<file path="src/rtl/memory_access_stage_pkg.sv">
// Shared definitions for the memory access stage: FSM state encoding,
// register-index width and the W-stage control bundle with its bubble value.
package memory_access_stage_pkg;

  // Data-memory handshake FSM states
  typedef enum logic [1:0] {
    ST_IDLE  = 2'd0,
    ST_WAIT  = 2'd1,
    ST_ABORT = 2'd2
  } mem_state_e;

  // Width of a register-file index
  localparam int REG_IDX_W = 4;

  // Control bits carried into the writeback stage
  typedef struct packed {
    logic pcsrc;
    logic regwrite;
    logic memtoreg;
  } wb_ctrl_t;

  // Control value of an empty slot: no PC redirect, no register write
  localparam wb_ctrl_t BUBBLE_CTRL = 3'b000;

endpackage

</file>
<file path="src/rtl/memory_access_stage_mem_wb_reg.sv">
// Memory-to-writeback pipeline register. On load it captures the M-stage
// fields (read data only for loads); on bubble it clears the control bits
// and holds the data fields so the previous instruction is not written twice.
module mem_wb_reg
  import memory_access_stage_pkg::*;
#(
  parameter int W = 32
) (
  input  logic                 clk,
  input  logic                 reset_n,
  input  logic                 load,
  input  logic                 bubble,
  input  logic                 capture_rdata,
  input  wb_ctrl_t             ctrl_in,
  input  logic [W-1:0]         rdata_in,
  input  logic [W-1:0]         alu_in,
  input  logic [REG_IDX_W-1:0] wa3_in,
  output wb_ctrl_t             ctrl_out,
  output logic [W-1:0]         read_data,
  output logic [W-1:0]         alu_out,
  output logic [REG_IDX_W-1:0] wa3_out
);

  wb_ctrl_t             ctrl_r;
  logic [W-1:0]         read_data_r;
  logic [W-1:0]         alu_out_r;
  logic [REG_IDX_W-1:0] wa3_r;

  // Pipeline register: load new instruction, insert bubble, or hold
  always_ff @(posedge clk or negedge reset_n) begin
    if (!reset_n) begin
      ctrl_r      <= BUBBLE_CTRL;
      read_data_r <= {W{1'b0}};
      alu_out_r   <= {W{1'b0}};
      wa3_r       <= {REG_IDX_W{1'b0}};
    end else if (load) begin
      ctrl_r    <= ctrl_in;
      alu_out_r <= alu_in;
      wa3_r     <= wa3_in;
      if (capture_rdata) begin
        read_data_r <= rdata_in;
      end else begin
        read_data_r <= read_data_r;
      end
    end else if (bubble) begin
      ctrl_r <= BUBBLE_CTRL;
    end else begin
      ctrl_r <= ctrl_r;
    end
  end

  assign ctrl_out  = ctrl_r;
  assign read_data = read_data_r;
  assign alu_out   = alu_out_r;
  assign wa3_out   = wa3_r;

endmodule

</file>
<file path="src/rtl/memory_access_stage.sv">
// Memory stage: drives the data-memory req/ack handshake, stalls the front of
// the pipeline while an access is pending and owns the M/W pipeline register.
// Optional feature macro: MEM_TIMEOUT_EN adds a wait counter that aborts an
// access after TIMEOUT wait cycles and raises the sticky mem_fault flag.
module memory_access_stage
  import memory_access_stage_pkg::*;
#(
  parameter int W       = 32,
  parameter int TIMEOUT = 16
) (
  input  logic                 clk,
  input  logic                 reset_n,
  input  logic                 PCSrcM,
  input  logic                 RegWriteM,
  input  logic                 MemWriteM,
  input  logic                 MemtoRegM,
  input  logic [W-1:0]         AluResultM,
  input  logic [W-1:0]         WriteDataM,
  input  logic [REG_IDX_W-1:0] WA3M,
  output logic                 dmem_req,
  output logic                 dmem_we,
  output logic [W-1:0]         dmem_addr,
  output logic [W-1:0]         dmem_wdata,
  input  logic                 dmem_ack,
  input  logic [W-1:0]         dmem_rdata,
  output logic                 StallM,
  output logic                 PCSrcW,
  output logic                 RegWriteW,
  output logic                 MemtoRegW,
  output logic [W-1:0]         ReadDataW,
  output logic [W-1:0]         AluOutW,
  output logic [REG_IDX_W-1:0] WA3W,
  output logic                 mem_fault
);

  mem_state_e state_r;
  mem_state_e state_next_s;
  logic       access_s;
  logic       is_load_s;
  logic       req_s;
  logic       stall_s;
  logic       wb_load_s;
  logic       wb_bubble_s;
  logic       timeout_s;
  wb_ctrl_t   ctrl_m_s;
  wb_ctrl_t   ctrl_w_s;

  // A simultaneous store/load request is resolved as a store
  assign access_s  = MemWriteM | MemtoRegM;
  assign is_load_s = MemtoRegM & ~MemWriteM;

  assign dmem_we    = MemWriteM;
  assign dmem_addr  = AluResultM;
  assign dmem_wdata = WriteDataM;
  assign dmem_req   = req_s;
  assign StallM     = stall_s;

`ifdef MEM_TIMEOUT_EN
  localparam int CNT_W = $clog2(TIMEOUT + 1);

  logic [CNT_W-1:0] wait_cnt_r;
  logic             fault_r;

  // Last allowed wait cycle reached without an ack
  assign timeout_s = (wait_cnt_r == CNT_W'(TIMEOUT - 1));

  // Wait-cycle counter: runs while staying in WAIT, clears otherwise
  always_ff @(posedge clk or negedge reset_n) begin
    if (!reset_n) begin
      wait_cnt_r <= {CNT_W{1'b0}};
    end else if ((state_r == ST_WAIT) && (state_next_s == ST_WAIT)) begin
      wait_cnt_r <= wait_cnt_r + CNT_W'(1);
    end else begin
      wait_cnt_r <= {CNT_W{1'b0}};
    end
  end

  // Sticky fault flag, set when an access is aborted
  always_ff @(posedge clk or negedge reset_n) begin
    if (!reset_n) begin
      fault_r <= 1'b0;
    end else if (state_next_s == ST_ABORT) begin
      fault_r <= 1'b1;
    end else begin
      fault_r <= fault_r;
    end
  end

  assign mem_fault = fault_r;
`else
  assign timeout_s = 1'b0;
  assign mem_fault = 1'b0;
`endif

  // FSM state register
  always_ff @(posedge clk or negedge reset_n) begin
    if (!reset_n) begin
      state_r <= ST_IDLE;
    end else begin
      state_r <= state_next_s;
    end
  end

  // FSM next-state logic
  always_comb begin
    state_next_s = state_r;
    case (state_r)
      ST_IDLE: begin
        if (access_s && !dmem_ack) begin
          state_next_s = ST_WAIT;
        end else begin
          state_next_s = ST_IDLE;
        end
      end
      ST_WAIT: begin
        if (dmem_ack) begin
          state_next_s = ST_IDLE;
        end else if (timeout_s) begin
          state_next_s = ST_ABORT;
        end else begin
          state_next_s = ST_WAIT;
        end
      end
      ST_ABORT: begin
        state_next_s = ST_IDLE;
      end
      default: begin
        state_next_s = ST_IDLE;
      end
    endcase
  end

  // FSM outputs: request, stall and W-register load/bubble selection
  always_comb begin
    req_s       = 1'b0;
    stall_s     = 1'b0;
    wb_load_s   = 1'b0;
    wb_bubble_s = 1'b1;
    case (state_r)
      ST_IDLE, ST_WAIT: begin
        req_s       = access_s;
        stall_s     = access_s & ~dmem_ack;
        wb_load_s   = ~(access_s & ~dmem_ack);
        wb_bubble_s = access_s & ~dmem_ack;
      end
      ST_ABORT: begin
        // Faulting instruction retires as a bubble; upstream advances
        req_s       = 1'b0;
        stall_s     = 1'b0;
        wb_load_s   = 1'b0;
        wb_bubble_s = 1'b1;
      end
      default: begin
        req_s       = 1'b0;
        stall_s     = 1'b0;
        wb_load_s   = 1'b0;
        wb_bubble_s = 1'b1;
      end
    endcase
  end

  assign ctrl_m_s.pcsrc    = PCSrcM;
  assign ctrl_m_s.regwrite = RegWriteM;
  assign ctrl_m_s.memtoreg = MemtoRegM;

  mem_wb_reg #(
    .W (W)
  ) u_mem_wb_reg (
    .clk           (clk),
    .reset_n       (reset_n),
    .load          (wb_load_s),
    .bubble        (wb_bubble_s),
    .capture_rdata (is_load_s),
    .ctrl_in       (ctrl_m_s),
    .rdata_in      (dmem_rdata),
    .alu_in        (AluResultM),
    .wa3_in        (WA3M),
    .ctrl_out      (ctrl_w_s),
    .read_data     (ReadDataW),
    .alu_out       (AluOutW),
    .wa3_out       (WA3W)
  );

  assign PCSrcW    = ctrl_w_s.pcsrc;
  assign RegWriteW = ctrl_w_s.regwrite;
  assign MemtoRegW = ctrl_w_s.memtoreg;

endmodule

</file>
<file path="config.mk">
export PLATFORM = sky130hd
export DESIGN_NAME = memory_access_stage
export DESIGN_NICKNAME = d
export VERILOG_FILES = /design/src/rtl/memory_access_stage_pkg.sv /design/src/rtl/memory_access_stage_mem_wb_reg.sv /design/src/rtl/memory_access_stage.sv
export SDC_FILE = /design/constraint.sdc
export NUM_CORES = 1
export LEC_CHECK = 0
export ABC_AREA = 1
export BUFFER_PORTS_ARGS = -buffer_cell sky130_fd_sc_hd__buf_2
export CAP_MARGIN = 5
export CORE_AREA = 2 2 96 98
export CTS_CLUSTER_DIAMETER = 80
export CTS_CLUSTER_SIZE = 16
export DETAILED_ROUTE_END_ITERATION = 7
export DIE_AREA = 0 0 98 100
export PLACE_DENSITY = 0.76
export SLEW_MARGIN = 25
export SYNTH_ARGS = -nofsm -noshare
export SYNTH_HDL_FRONTEND = slang
export SYNTH_HIERARCHICAL = 1
export SYNTH_SLANG_ARGS = --single-unit
</file>
<file path="constraint.sdc">
create_clock -name clk -period 1.8 [get_ports clk]
set_input_delay 0.36 -clock clk [delete_from_list [all_inputs] [get_ports clk]]
set_output_delay 0.36 -clock clk [all_outputs]
set_load 0.02 [all_outputs]
</file>
Yosys cells after proc, flatten, opt, wreduce, memory -nomap -nowiden
Index checks and enable logic that the tools add are counted.
Widths: inputs -> output; s select.
{ "classes": {"n_eq_ne": 1, "mux": 9, "bitwise": 6, "reduce_logical": 6} }
{ "op_table": {"columns": ["op", "n"], "rows": [
  ["$mux 1", 6],
  ["$mux 3", 2],
  ["$pmux 2 s2", 1],
  ["$not 1->1", 3],
  ["$and 1x1->1", 2],
  ["$eq 2x1->1 const B", 1],
  ["$logic_not 2->1", 1],
  ["$reduce_and 2->1", 1],
  ["$reduce_bool 2->1", 1],
  ["$reduce_or 2->1", 1],
  ["$logic_and 1x1->1", 1],
  ["$logic_not 1->1", 1],
  ["$or 1x1->1", 1]
]} }
{ "totals": {"regBits": 73, "out_inout_bits": 139} }

Longest topological paths before layout
{ "depth": {"depth_word": 5, "mapped_depth": 7, "mapped_depth_nobuf": 5} }

Modules after synthesis
Netlist, hierarchy kept.
{ "modules_own_cells": {"columns": ["module", "n_inst", "cells_each", "area_per_inst_um2", "seq_area_each_um2"], "rows": [
  ["mem_wb_reg", 1, 305, 2791.4, 1776.7],
  ["memory_access_stage", 1, 73, 525.5, 0.0]
]} }

Worst setup path before layout
Ideal clock, no wire load.
{ "synth_timing": {"path_type": "input to register", "from": "input dmem_ack", "to": "register u_mem_wb_reg.read_data_r[10] (netlist: u_mem_wb_reg/read_data[10])", "t_arrival_ps": 986, "required_time_ps": 1683, "setup_slack_ps": 697, "path_stages": 6, "cell_sequence": "o21bai_1 > buf_6 > buf_6 > buf_6 > nand3_1 > nand2_1"} }
{ "synth_via": {"elab_chain_cells": 5} }
{ "synth_rtl": {"columns": ["element", "line", "source"], "rows": [
  ["from (decl)", "memory_access_stage.sv:24", "input logic dmem_ack,"],
  ["$not 1->1", "memory_access_stage.sv:143", "wb_load_s = ~(access_s & ~dmem_ack);"],
  ["$and 1x1->1", "memory_access_stage.sv:143", null],
  ["$not 1->1", "memory_access_stage.sv:143", null],
  ["$mux 1", "memory_access_stage.sv:139", "case (state_r)"],
  ["$reduce_and 2->1 (no source line)", null, null],
  ["to (signal assigned)", "memory_access_stage_mem_wb_reg.sv:33", "read_data_r <= {W{1'b0}};"],
  ["to (signal assigned)", "memory_access_stage_mem_wb_reg.sv:41", "read_data_r <= rdata_in;"],
  ["to (signal assigned)", "memory_access_stage_mem_wb_reg.sv:43", "read_data_r <= read_data_r;"],
  ["to (decl)", "memory_access_stage_mem_wb_reg.sv:25", "logic [W-1:0] read_data_r;"]
]} }
No other way between the ends.
A chain may end at the register's enable or synchronous reset.

Final worst setup path
{ "layout_timing": {"from": "input MemtoRegM", "to": "register u_mem_wb_reg.read_data_r[6] (netlist: u_mem_wb_reg/read_data[6])"} }
{ "layout_via": {"elab_cells_between_ends": 6, "classes_between": "mux: 1; bitwise: 4; reduce/logical: 1"} }
{ "layout_rtl": {"columns": ["element", "line", "source"], "rows": [
  ["from (decl)", "memory_access_stage.sv:16", "input logic MemtoRegM,"],
  ["$and 1x1->1", "memory_access_stage.sv:50", "assign is_load_s = MemtoRegM & ~MemWriteM;"],
  ["named net is_load_s", "memory_access_stage.sv:39", "logic is_load_s;"],
  ["$reduce_and 2->1 (no source line)", null, null]
]} }
The timed path passes the listed nets, and every way through them passes these cells.

==> impl_metrics.toml <==
[status]
status = "finished, final reports clean"

[sta]
timing.final.crit_period_ns = 1.31
tightest_slew_ns = 0.567
final_max_slew_viol_count = 0
fin_tns_setup_ns = 0
fin_crit_sh_pct = 72.9
relSlewSlack_pct = 62.0
achievable-frequency_mhz = 762
final-setup-viol-count = 0
rsz0062_at_grt = "no"
hold_slack_ns = 0.0306
finalHoldViolCount = 0
skew_ns = 0

[worst_setup_path]
critical_path_class = "input pin to flop"
max_stage_delay_ns = 0.42
timing.rr.end = "u_mem_wb_reg/alu_out[15]"
timing.reg2reg.setup_slack_ns = 1.16
endpoint_kind = "flop"
slowest_stage = "sky130_fd_sc_hd__nand2_2"
cp_max_fo = 32
worstSetupStartpointType = "input pin"
cpMostUsedCell = "sky130_fd_sc_hd__nand2_1"
cp.arrival_ns = 1.54
crit_path_start = "MemtoRegM"
r2r_cells = 2
critical_path.reg2reg.startpoint = "u_mem_wb_reg/alu_out[15]"
worstPathCellList = "buf_2 > inv_1 > nor2_2 > nand2_2 > nand2_1 > nand2_1"
data_required_time_of_the_critical_path_ns = 2.02

[clocking]
numCtsBuffers = 9
cts_post_setup_buffers_inserted = 0
clk_path_buf_depth = 2
deepest_level_of_the_cts_h_tree = 3
postCtsResizedCells = 0
holdBufCountCts = 0
clkTransAtPathRegs_ns = 0.08
cts_num_sinks = 71
clk_latency_ns = 0.33
tritoncts = "done"
ctsRootBufferMaster = "sky130_fd_sc_hd__clkbuf_8"

[yosys]
synth_fp_nets = 485
syn_inst = 378
count_of_distinct_cell_types_in_the_synthesized_netlist = 14
synth_sequential_area_ratio_pct = 53.6
synth_warnings = 6
synth_seq_cells = 71
per_instance_average_area_after_synthesis_um2 = 8.77
syn-cell-area_mm2 = 0.00332

[detailed_routing]
avgViaCountPerCell = 4.44
final_antenna_net_count = 0
detailroute.via_count = 2681
drcViolationCount = 0
wire_per_inst_um = 11.9
dr.pass1.iters = 4
drt_iter0_drc = 69
totalWireLength_um = 7170

[floorplan]
placementRows = 35
die_boundary_height_um = 100
chipWidth_um = 98
io-pin-count = 246
placeableCoreArea_mm2 = 0.00889
initial_core_util_pct = 37.3
fp.dieArea_mm2 = 0.00980

[layout]
synthToLayoutAreaGrowth_pct = 20.6
multi_input_comb_area_um2 = 796
layout.area.seq_mm2 = 0.00178
n_antenna_cell = 0
num-fill-cells = 901
drive_above_1_share_pct = 40.8
fin_cells = 604
layout.cell_area.non_filler_mm2 = 0.00400
nets_final = 595

[placement]
dpl-instance-area_mm2 = 0.00381
dp_hpwl_um = 5410
dpl.cell_count = 588
gp_routability_congestion = 0.715
io_buffers = 180

[global_routing]
antenna_found_initial = 0
grt_max_degree = 72
grt_use_total_pct = 14.2
globalRouteOverflowTotal = 0
number_of_global_route_vias_before_repair = 2572
grt_first_pass_wirelength_um = 11400

[job]
max_cap_viols = 0

[power_and_ir_drop]
share_seq_of_total_power_pct = 46.3
clkPwrFrac_pct = 30.0
p_leak_uw = 0.00236
vdd_ir_drop_max_mv = 0.429
power_density_mw_per_mm2 = 1030
p_int_uw = 2800
switching_share_pct = 31.9
p_switching_uw = 1310
power_frac_comb_pct = 23.6

[min_path]
holdCritPathClass = "input pin to async pin"
[cells in the final DEF (no fill, tap or decap), drive strengths merged]
master  count
nor2        4
buf       184
dfrtp      71
o21ai      36
clkinv      3
conb        1
clkbuf     12
bufinv      1
o21bai      1
inv        38
nand3      32
nand2     110
[sequential cells by signal, indices dropped and copies added, names as in the netlist]
name and cells:
u_mem_wb_reg/ctrl_out 3, u_mem_wb_reg/alu_out 32, u_mem_wb_reg/read_data 32, u_mem_wb_reg/wa3_out 4
[layer usage]
layer  part of all wire, %  vias up  wire (um)  global-route usage, %
li1                      -     1311          -                      -
met1                    39     1211       2810                   16.7
met2                    49      139       3530                   24.1
met3                   8.7       20        626                   3.69
met4                   2.9        0        208                   7.37
met5                     0        -          0                      0
[per-stage QoR]
step / worst slack [ns] / utilization [%] / total power [uW]
3_3_place_gp: 0.261 / 42.9 / 2890
2_1_floorplan: 0.697 / - / 2650
6_report: 0.488 / 45.0 / 4110
5_1_grt: 0.368 / 45.0 / 4350
3_5_place_dp: 0.160 / 42.9 / 2920
4_1_cts: 0.510 / 45.0 / 4180
[critical path, delay by kind of cell]
kind          cells  cell delay, ns
simple gates      4            0.96
buf+inv           2            0.20
[worst max-delay path by stage]
stage | end | slack [ns] | cells past startpoint
finish | u_mem_wb_reg/read_data[6] | 0.49 | 6
floorplan | u_mem_wb_reg/read_data[10] | 0.70 | 6
CTS | StallM | 0.51 | 4
global route | u_mem_wb_reg/read_data[16] | 0.37 | 6
detailed placement | u_mem_wb_reg/read_data[26] | 0.16 | 6
global placement | u_mem_wb_reg/read_data[2] | 0.26 | 6
[cells by family (layout without fill, tap and decap cells)]
family          count (synthesis)  after routing  share of synthesized area [%]
simple gates                  146            146                           17.8
buf+inv                       123            238                           22.9
flops                          71             71                           53.6
compound gates                 37             37                           5.66
other cells                     1              1                          0.113
[Yosys cell counts, drive strengths merged]
cell | number | area (um2)
nor2 | 4 | 15.0
nand2 | 110 | 415
dfrtp | 71 | 1780
clkbuf | 2 | 10.0
o21ai | 36 | 180
nand3 | 32 | 160
conb | 1 | 3.75
inv | 38 | 143
buf | 83 | 606
o21bai | 1 | 7.51
[cell type report]
| type | instances | share of cell area [%] |
|---|---|---|
| sequential | 71 | 44.4 |
| timing repair buffer | 184 | 23.9 |
| multi-input combinational | 184 | 19.9 |
| clock buffer | 12 | 3.63 |
| inverter | 38 | 3.57 |
| tap | 111 | 3.47 |
| clock inverter | 4 | 1.13 |
[power by group through the flow]
stage | combinational, uW | sequential [uW] | clock (uW)
after floorplan | 460 | 2190 | 0
after global placement | 963 | 1930 | 0
after detailed placement | 985 | 1930 | 0
after CTS | 983 | 1910 | 1290
after global routing | 1060 | 1930 | 1360
final | 970 | 1900 | 1230
Power figures use the tool's default switching activity.
